$ cat config.mk
export PLATFORM = sky130hd
export DESIGN_NAME = stream_rx_ctrl_flat
export DESIGN_NICKNAME = d
export VERILOG_FILES = /design/src/rtl/stream_rx_ctrl_if.sv /design/src/rtl/stream_rx_ctrl.sv /design/src/flat_wrapper.sv
export SDC_FILE = /design/constraint.sdc
export NUM_CORES = 1
export LEC_CHECK = 0
export ABC_AREA = 1
export CORE_MARGIN = 3
export CORE_UTILIZATION = 47
export DETAILED_ROUTE_END_ITERATION = 16
export GPL_TIMING_DRIVEN = 1
export PLACE_DENSITY = 0.77
export SYNTH_ARGS = -nofsm -noshare
export SYNTH_HDL_FRONTEND = slang
export SYNTH_SLANG_ARGS = --single-unit
$ cat constraint.sdc
create_clock -name clk -period 1.1 [get_ports clk]
set_input_delay 0.22 -clock clk [delete_from_list [all_inputs] [get_ports clk]]
set_output_delay 0.22 -clock clk [all_outputs]
set_load 0.1 [all_outputs]
$ cat src/rtl/stream_rx_ctrl_if.sv
// Stream bundle between the DMA source, the receive controller and the core array.
// The slave modport is the controller's view; master is the surrounding environment.
interface stream_rx_ctrl_if #(
  parameter int DW = 32,
  parameter int IW = 4
);
  logic          src_valid;
  logic [DW-1:0] src_data;
  logic          src_last;
  logic          src_ready;
  logic          core_ready;
  logic          recv_v;
  logic [DW-1:0] recv_d;
  logic [IW-1:0] recv_i;
  logic          recv_last;

  modport slave (
    input  src_valid, src_data, src_last, core_ready,
    output src_ready, recv_v, recv_d, recv_i, recv_last
  );

  modport master (
    output src_valid, src_data, src_last, core_ready,
    input  src_ready, recv_v, recv_d, recv_i, recv_last
  );
endinterface

$ cat src/rtl/stream_rx_ctrl.sv
// Receive-side AXI-Stream controller: skid-buffered DMA beats to the core array with round-robin index.
// Optional length check (recv_err port and beat counter) enabled by defining STREAM_RX_LEN_CHECK_EN.
module stream_rx_ctrl #(
  parameter int CORENUM = 16,
  parameter int DW      = 32,
  parameter int IW      = $clog2(CORENUM)
) (
  input  logic                   clk,
  input  logic                   rst,
  input  logic                   start,
  stream_rx_ctrl_if.slave        bus,
  output logic                   recv_done
`ifdef STREAM_RX_LEN_CHECK_EN
  ,
  output logic                   recv_err
`endif
);

  typedef enum logic [1:0] {
    S_IDLE,
    S_ACTIVE,
    S_DRAIN,
    S_DONE
  } state_t;

  state_t        r_state;
  state_t        w_state_nxt;

  logic          r_src_ready;
  logic          r_out_v;
  logic [DW-1:0] r_out_d;
  logic [IW-1:0] r_out_i;
  logic          r_out_last;
  logic          r_skid_v;
  logic [DW-1:0] r_skid_d;
  logic          r_skid_last;
  logic [IW-1:0] r_idx;

  logic          w_in_xfer;
  logic          w_out_xfer;
  logic          w_out_free;
  logic          w_start_ok;
  logic          w_out_load;
  logic [DW-1:0] w_load_d;
  logic          w_load_last;
  logic          w_skid_load;
  logic          w_skid_v_nxt;
  logic [IW-1:0] w_idx_nxt;

  assign w_in_xfer  = bus.src_valid & r_src_ready;
  assign w_out_xfer = r_out_v & bus.core_ready;
  assign w_out_free = ~r_out_v | w_out_xfer;
  assign w_start_ok = (r_state == S_IDLE) & start;
  assign w_idx_nxt  = (r_idx == IW'(CORENUM - 1)) ? '0 : r_idx + IW'(1);

  // NOTE: every signal written here gets a default first, so no path leaves it unassigned (no latch).
  always_comb begin
    w_state_nxt = r_state;
    unique case (r_state)
      S_IDLE:   if (start) w_state_nxt = S_ACTIVE;
      S_ACTIVE: if (w_in_xfer & bus.src_last) w_state_nxt = S_DRAIN;
      S_DRAIN:  if (w_out_xfer & r_out_last) w_state_nxt = S_DONE;
      S_DONE:   w_state_nxt = S_IDLE;
      default:  w_state_nxt = S_IDLE;
    endcase
  end

  // The skid entry always drains into the output register before a fresh beat can.
  always_comb begin
    w_out_load   = 1'b0;
    w_load_d     = r_skid_d;
    w_load_last  = r_skid_last;
    w_skid_v_nxt = r_skid_v;
    if (w_out_free) begin
      if (r_skid_v) begin
        w_out_load   = 1'b1;
        w_skid_v_nxt = w_in_xfer;
      end else if (w_in_xfer) begin
        w_out_load  = 1'b1;
        w_load_d    = bus.src_data;
        w_load_last = bus.src_last;
      end
    end else if (w_in_xfer) begin
      w_skid_v_nxt = 1'b1;
    end
  end

  assign w_skid_load = w_in_xfer & (r_skid_v | ~w_out_free);

  // NOTE: state registers use non-blocking assignments so every flop samples pre-edge values.
  always_ff @(posedge clk or negedge rst) begin
    if (!rst) begin
      r_state     <= S_IDLE;
      r_src_ready <= 1'b0;
      r_out_v     <= 1'b0;
      r_out_d     <= '0;
      r_out_i     <= '0;
      r_out_last  <= 1'b0;
      r_skid_v    <= 1'b0;
      r_skid_d    <= '0;
      r_skid_last <= 1'b0;
      r_idx       <= '0;
    end else begin
      r_state     <= w_state_nxt;
      r_src_ready <= (w_state_nxt == S_ACTIVE) & ~w_skid_v_nxt;
      r_skid_v    <= w_skid_v_nxt;
      r_out_v     <= w_out_load | (r_out_v & ~w_out_xfer);
      if (w_skid_load) begin
        r_skid_d    <= bus.src_data;
        r_skid_last <= bus.src_last;
      end
      if (w_out_load) begin
        r_out_d    <= w_load_d;
        r_out_last <= w_load_last;
        r_out_i    <= r_idx;
        r_idx      <= w_idx_nxt;
      end
      if (w_start_ok) r_idx <= '0;
    end
  end

  assign bus.src_ready = r_src_ready;
  assign bus.recv_v    = r_out_v;
  assign bus.recv_d    = r_out_d;
  assign bus.recv_i    = r_out_i;
  assign bus.recv_last = r_out_last;
  assign recv_done     = (r_state == S_DONE);

`ifdef STREAM_RX_LEN_CHECK_EN
  logic [15:0] r_beat_cnt;
  logic        r_err;

  // The count is final once in DRAIN, so the flag is valid alongside recv_done.
  always_ff @(posedge clk or negedge rst) begin
    if (!rst) begin
      r_beat_cnt <= '0;
      r_err      <= 1'b0;
    end else if (w_start_ok) begin
      r_beat_cnt <= '0;
      r_err      <= 1'b0;
    end else begin
      if (w_in_xfer && (r_beat_cnt != 16'hFFFF)) r_beat_cnt <= r_beat_cnt + 16'd1;
      if ((r_state == S_DRAIN) && (w_state_nxt == S_DONE) &&
          ((r_beat_cnt == 16'd0) || ((r_beat_cnt % 16'(CORENUM)) != 16'd0)))
        r_err <= 1'b1;
    end
  end

  assign recv_err = r_err;
`endif

endmodule

$ cat src/flat_wrapper.sv
// flat-port wrapper written by rule: the top's interface ports become plain ports
module stream_rx_ctrl_flat 
#(
  parameter int CORENUM = 16,
  parameter int DW      = 32,
  parameter int IW      = $clog2(CORENUM)
)
  (clk, rst, start, recv_done, bus_src_valid, bus_src_data, bus_src_last, bus_core_ready, bus_src_ready, bus_recv_v, bus_recv_d, bus_recv_i, bus_recv_last);
  stream_rx_ctrl_if #(.DW(DW), .IW(IW)) bus_i ();
  input  logic clk;
  input  logic rst;
  input  logic start;
  output logic recv_done;
  input wire logic [$bits(bus_i.src_valid)-1:0] bus_src_valid;
  input wire logic [$bits(bus_i.src_data)-1:0] bus_src_data;
  input wire logic [$bits(bus_i.src_last)-1:0] bus_src_last;
  input wire logic [$bits(bus_i.core_ready)-1:0] bus_core_ready;
  output wire logic [$bits(bus_i.src_ready)-1:0] bus_src_ready;
  output wire logic [$bits(bus_i.recv_v)-1:0] bus_recv_v;
  output wire logic [$bits(bus_i.recv_d)-1:0] bus_recv_d;
  output wire logic [$bits(bus_i.recv_i)-1:0] bus_recv_i;
  output wire logic [$bits(bus_i.recv_last)-1:0] bus_recv_last;
  assign bus_i.src_valid = bus_src_valid;
  assign bus_i.src_data = bus_src_data;
  assign bus_i.src_last = bus_src_last;
  assign bus_i.core_ready = bus_core_ready;
  assign bus_src_ready = bus_i.src_ready;
  assign bus_recv_v = bus_i.recv_v;
  assign bus_recv_d = bus_i.recv_d;
  assign bus_recv_i = bus_i.recv_i;
  assign bus_recv_last = bus_i.recv_last;
  stream_rx_ctrl #(.CORENUM(CORENUM), .DW(DW), .IW(IW)) u_core (.clk(clk), .rst(rst), .start(start), .bus(bus_i), .recv_done(recv_done));
endmodule
Yosys cells after proc, flatten, opt, wreduce, memory -nomap -nowiden
Index checks and enable logic that the tools add are counted.
- multiplexer cells: 19
- bitwise operators: 15
- $add $sub $neg: 1
- reductions and logical operators: 2
- equal/unequal tests: 5
- operators with widths (kind ; count):
    32-bit 2-to-1 mux ; 3
    4-bit 2-to-1 mux ; 3
    1-bit 2-to-1 mux ; 9
    1-bit AND ; 8
    2-bit one-hot mux with 4 select lines ; 1
    2-bit 2-to-1 mux ; 3
    4-bit by 1-bit adder with 4-bit output (second input constant) ; 1
    2-bit by 1-bit equality test with 1-bit output (second input constant) ; 2
    2-bit equality test (second input constant) ; 2
    4-bit equality test (second input constant) ; 1
    1-bit NOT ; 4
    1-bit bitwise OR ; 3
    2-bit logical NOT ; 1
    2-bit nonzero test ; 1
- output and inout bits: 40
- bits of input ports: 38
- register bits after elaboration: 79
- logic and storage cells: 52

Depth between registers and ports, before layout
Gate-level depths: netlist of the first run.
- depth after elaboration: 6
- mapped depth: 8
- depth with buffers taken out: 7

Worst setup path after synthesis of the first run
No wires, ideal clock.
- kind: reg2reg
- start: reg u_core.r_src_ready, in the netlist u_core.bus.src_ready
- end: reg u_core.r_skid_d[13]
- library setup time: 0.117 ns
- stages on the path, launching flop included: 8
- setup slack: -0.746 ns
- buffers on the path: 2
- period minus slack after synthesis: 1.846 ns
- arrival time: 1.729 ns
- data required time: 0.983 ns
- cells stage by stage: dfrtp_1 > nand2_2 > inv_4 > nand2_2 > buf_6 > buf_6 > nand2_1 > o21ai_2
- cells in the longest elaborated chain, start to end: 2
- ends and longest elaborated chain (item ; line ; source):
    from (decl) ; stream_rx_ctrl.sv:29 ; logic r_src_ready;
    from (signal assigned) ; stream_rx_ctrl.sv:105 ; r_src_ready <= (w_state_nxt == S_ACTIVE) & ~w_skid_v_nxt;
    1-bit AND ; stream_rx_ctrl.sv:50 ; assign w_in_xfer = bus.src_valid & r_src_ready;
    1-bit AND ; stream_rx_ctrl.sv:88 ; assign w_skid_load = w_in_xfer & (r_skid_v | ~w_out_free);
    to (signal assigned) ; stream_rx_ctrl.sv:109 ; r_skid_d <= bus.src_data;
    to (decl) ; stream_rx_ctrl.sv:35 ; logic [DW-1:0] r_skid_d;
Every way passes these cells.
A chain may end at the register's enable or synchronous reset.

Worst setup path in the final report of the first run
- start: reg u_core.r_out_v, in the netlist u_core.bus.recv_v
- end: out bus_recv_v
- RTL lines (item ; line ; source):
    from (decl) ; stream_rx_ctrl.sv:30 ; logic r_out_v;
    from (signal assigned) ; stream_rx_ctrl.sv:107 ; r_out_v <= w_out_load | (r_out_v & ~w_out_xfer);
    to (decl) ; flat_wrapper.sv:19 ; output wire logic [$bits(bus_i.recv_v)-1:0] bus_recv_v;
No word-level cell between the ends.

==> qor.csv, run 1 <==
metric,value,unit
pre_cts_ws,-477.6,ps
grt_pass1_vias,3952,
post-synth-top-count-cell,nand2_1,
syn_avg_cell_area,8.298,um2
synth.distinct_cells,24,
cts_root_buf,clkbuf_8,
cts_max_level,3,
area_growth_syn_to_layout,57.68,%
ys.flop_type,dfrtp_1,
syn_inst,465,
fin_hold_ws,287.5,ps
grt_max_degree,35,
ant_nets,0,
syn-cell-area,3859,um2
antenna_found_initial,0,
crit_fanout,2,
grtUsageTotal,24.36,%
viasPerCell,5.394,
synth-seq-area-share,51.23,%
violations,negative setup slack,
final_util,77.54,%
final_hold_viol_count,0,
yosysWarnings,0,
finalPower,21.11,mW
setup_viol,118,
route.detailed.drc,0,
port_buffers,77,
cp_cell_sequence,buf_6 -> buf_12,
wl_per_cell,16.75,um
synth.top_cell.area_share,51.23,%
timing.fmax,728.0,MHz
ys_ff_latch,79,
clkSinkCount,79,
finClkSkew,10.18,ps
timing.final.crit_share,124.9,%
p_leak,3.002,nW
grt_pass1_wl,18660,um
slew_headroom,81.66,%
status,"finished, violations left",
worstReg2RegEnd,u_core.bus.recv_d[17],
dieArea,9333,um2
end_kind,output port,
cts_tree,done,
overflow,0,
synth.net_count,504,
clkTransAtPathRegs,80,ps
yosys.area.top_type,dfrtp_1,
num_antenna_cells,0,
regArea,2031,um2
ios,78,
vias,3684,
synthTopCellsByArea,"dfrtp_1, nand2_1, inv_1",
insertion_delay,350,ps
critPathKind,flop to output port,
power_density,3469,nW/um2
rows,32,
synthTopCellsByCount,"nand2_1, dfrtp_1, inv_1",
crit_slowest_cell,dfrtp_4,
arrival,1150,ps
drive_above_1_share,38.04,%
rsz0062_at_grt,yes,
clk_path_buf_depth,2,
die_h,96.61,um
initial_utilization,49.17,%
slowest_delay,520,ps
drv_slew,0,
ys_async_sr_fraction,100.0,%
drt_iter0_drc,185,
required,880,ps
maxCapViolations,0,
first_pass_iters,5,
dp_hpwl,7183,um
fin_nets,615,
multi_input_area,1604,um2
reg2reg_slack,-230,ps
timing.rr.start,u_core.bus.src_ready,
timing.final.ws_setup,-273.6,ps
die_w,96.61,um
globalplace.congestion,0.8706,
period_minus_slack,1374,ps
numCtsBuffers,9,
ir_drop,2.154,mV
startpoint_type,flop,
core_area,7848,um2
nFillCells,488,
synth_edf_count,0,
hold_class,input port to asynchronous set/reset pin,
finalWirelength,11440,um
r2r_cells,7,
tightestPinTransition,275.1,ps
cell type report:
cell class / count / share of cell area (%)
clock buffer: 14 / 2.838
clock inverter: 2 / 0.6169
inverter: 76 / 4.997
multi-input combinational: 282 / 26.36
sequential: 79 / 33.37
tap: 102 / 2.097
timing repair buffer: 128 / 29.71
power breakdown:
| group | internal, mW | total, mW | switching, mW | leakage, nW |
|---|---|---|---|---|
| clock network | 1.24 | 2.28 | 1.04 | 0.103 |
| registers | 4.30 | 5.47 | 1.17 | 0.955 |
| logic | 5.09 | 13.4 | 8.26 | 1.94 |
| total | 10.6 | 21.1 | 10.5 | 3.00 |
layer usage:
| layer | global-route usage (%) | routed length [um] |
|---|---|---|
| met5 | 0 | 0 |
| met4 | 8.099 | 227 |
| met3 | 5.119 | 677 |
| met2 | 43.79 | 6159 |
| met1 | 28.90 | 4374 |
what timing repair did:
item,CTS,global route
setup buffers,4,6
hold buffers,1,0
cloned,2,1
hold endpoints to repair,17,0
endpoints found under the setup margin,117,118
pin swaps,5,4
resized for setup,33,20
flip-flops by register name, summed over array words and instances (netlist names):
register	flops
u_core.bus.recv_d	32
u_core.bus.recv_i	4
u_core.bus.recv_last	1
u_core.bus.recv_v	1
u_core.bus.src_ready	1
u_core.r_idx	4
u_core.r_skid_d	32
u_core.r_skid_last	1
u_core.r_skid_v	1
u_core.r_state	2
cells by family after synthesis:
logic type,count (synthesis),synth area share (%)
AND/OR/NAND/NOR,240,28.02
AO/OA/AOI/OAI,40,6.615
XOR/XNOR,1,0.2270
flip-flops,79,51.23
buffers and inverters,104,13.59
adder cells (fa/ha/maj),1,0.3242
worst max-delay path: cells and delay by family (launching register included):
| kind | cells | cell delay, ps |
|---|---|---|
| flops | 1 | 520 |
| buf+inv | 2 | 290 |
metrics by stage:
step,instances,TNS [ps],cell area [um2]
after global placement,654,-30050,5479
after global routing,683,-20190,6085
after CTS,677,-17080,5947
after detailed placement,654,-32750,5479
final,683,-15460,6085
after floorplan,465,-18460,4028
layout by cell type (no fill, tap or decap), types with 2 or more instances in the layout:
cell type and count:
nand3_2 29, nor2_1 4, dfrtp_1 40, nand3_1 11
o21ai_2 14, nand2_4 5, inv_2 4, inv_8 2
buf_6 9, nand2_8 3, buf_12 52, inv_1 69
buf_4 26, o21ai_1 22, dfrtp_2 37, clkbuf_1 2
o21ai_0 2, nor2_2 2, clkdlybuf4s50_1 36, clkinvlp_4 2
dfrtp_4 2, nand2_1 137, nand2_2 14, clkbuf_8 12
nand4_1 34
worst max-delay path by stage:
stage	startpoint	slack, ps	to	depth (start not counted)
after floorplan	u_core.bus.src_ready	-260	u_core.r_skid_d[23]	7
after global placement	bus_core_ready	-430	u_core.bus.src_ready	8
after detailed placement	bus_core_ready	-480	u_core.r_skid_d[25]	8
after CTS	u_core.bus.src_ready	-270	bus_src_ready	2
after global routing	u_core.bus.src_ready	-300	u_core.bus.recv_d[17]	7
final	u_core.bus.recv_v	-270	bus_recv_v	2
Note: power is estimated with default switching activity, not from simulation.
==> inputs of run 2 (changes only) <==
Settings changed: PLACE_DENSITY 0.77 to default, PLACE_DENSITY_LB_ADDON from default to 0.08, SLEW_MARGIN from default to 20.
==> run 2 against run 1 <==
First-iteration DRC count up 5.9%. Hold slack worse by 90 ps. Maximum frequency down 0.61%. Setup slack worse by 8.4 ps. Critical endpoint unchanged. Highest routed layer unchanged. The flow still finishes with violations (negative setup slack). Final cell count up 0.15%. Sequential power about the same. Sequential share of layout area down 0.50 points.
==> qor.csv, run 2 (synthesis gave the netlist of run 1 again) <==
metric,value,unit
overflow,0,
globalplace.congestion,0.7914,
dp_hpwl,6470,um
rows,32,
startpoint_type,flop,
timing.final.ws_setup,-282.0,ps
finalWirelength,10660,um
layout_commonest_cell,nand2_1,
numCtsBuffers,9,
timing.final.crit_share,125.6,%
area_growth_syn_to_layout,60.08,%
initial_utilization,49.17,%
final_hold_viol_count,0,
drive_above_1_share,37.97,%
viasPerCell,5.154,
grt_pass1_vias,3643,
status,"finished, violations left",
critPathKind,flop to output port,
clkSinkCount,79,
rsz0062_at_grt,yes,
setup_viol,116,
slew_headroom,80.33,%
ir_drop,2.493,mV
insertion_delay,360,ps
die_w,96.61,um
cts_root_buf,clkbuf_8,
tightestPinTransition,295.1,ps
p_leak,3.060,nW
die_h,96.61,um
clk_path_buf_depth,2,
power_density,3458,nW/um2
ios,78,
crit_fanout,2,
clkTransAtPathRegs,80,ps
instances_no_fill,684,
drv_slew,0,
route.detailed.drc,0,
timing.fmax,723.6,MHz
drt_iter0_drc,196,
grt_pass1_wl,17020,um
grt_max_degree,36,
end_kind,output port,
dieArea,9333,um2
final_cell_mix,"nand2_1, inv_1, buf_12",
maxCapViolations,0,
cts_max_level,3,
wl_per_cell,15.58,um
cts_tree,done,
period_minus_slack,1382,ps
port_buffers,77,
dp.cells,649,
arrival,1160,ps
first_pass_iters,5,
core_area,7848,um2
num_antenna_cells,0,
grtUsageTotal,22.09,%
finClkSkew,7.821,ps
antenna_found_initial,0,
final_util,78.71,%
vias,3525,
violations,negative setup slack,
hold_class,input port to asynchronous set/reset pin,
required,880,ps
ant_nets,0,
fin_nets,616,
## run 2: path summary, 6_finish.rpt
path                                 startpoint               endpoint  slack [ps]  depth (start not counted)
setup / recovery              u_core.bus.recv_v             bus_recv_v        -280                          2
hold / removal                              rst  u_core.bus.recv_d[17]         200                          2
setup reg to reg           u_core.bus.src_ready  u_core.bus.recv_d[30]        -260                          7
hold reg to reg             u_core.r_skid_d[16]    u_core.r_skid_d[16]         490                          2
max in group asynchronous                   rst   u_core.bus.recv_d[8]         420                          3
min in group clk               bus_src_data[29]    u_core.r_skid_d[29]         420                          3
## run 2: power by group
| part | switching [mW] | internal, mW | leakage [nW] |
|---|---|---|---|
| sequential | 1.14 | 4.30 | 0.955 |
| combinational | 8.15 | 5.14 | 1.98 |
| clock | 1.07 | 1.56 | 0.122 |
## run 2: final cells by class
| cell class | instances | area, um2 |
|---|---|---|
| Sequential cell | 79 | 2031 |
| Timing Repair Buffer | 128 | 1854 |
| Fill cell | 494 | 1670 |
| Multi-Input combinational cell | 283 | 1615 |
| Inverter | 76 | 304.0 |
| Clock buffer | 10 | 137.6 |
| Tap cell | 102 | 127.6 |
| Clock inverter | 6 | 107.6 |
## run 2: critical path: stages (launching register included)
cell and delay [ps]:
dfrtp_4 520, buf_6 140, buf_12 150
## run 2: timing repair
action,CTS,global route
pin swaps,11,7
hold buffers,1,0
gates resized for setup,27,27
buffers inserted,4,11
endpoints found under the hold margin,79,0
endpoints found under the setup margin,117,118
gates cloned,3,3
## run 2: routing by layer
layer / global-route usage, % / wire length, um / up-vias
met3: 3.317 / 579 / 17
met2: 37.26 / 5692 / 132
met4: 10.48 / 199 / 0
met5: 0 / 0 / -
li1: - / - / 1697
met1: 27.86 / 4183 / 1679
## run 2: stage by stage
stage	setup WS [ps]	setup TNS (ps)	hold slack (ps)	cell area, um2	power [mW]
global route	-307.1	-19470	194.6	6177	22.42
detailed placement	-489.5	-33170	25.99	5441	17.39
floorplan	-261.3	-18460	-75.59	4028	13.13
finish	-282.0	-15080	198.0	6177	21.36
global placement	-444.2	-31560	26.51	5441	17.13
CTS	-269.5	-17380	190.2	5953	20.69
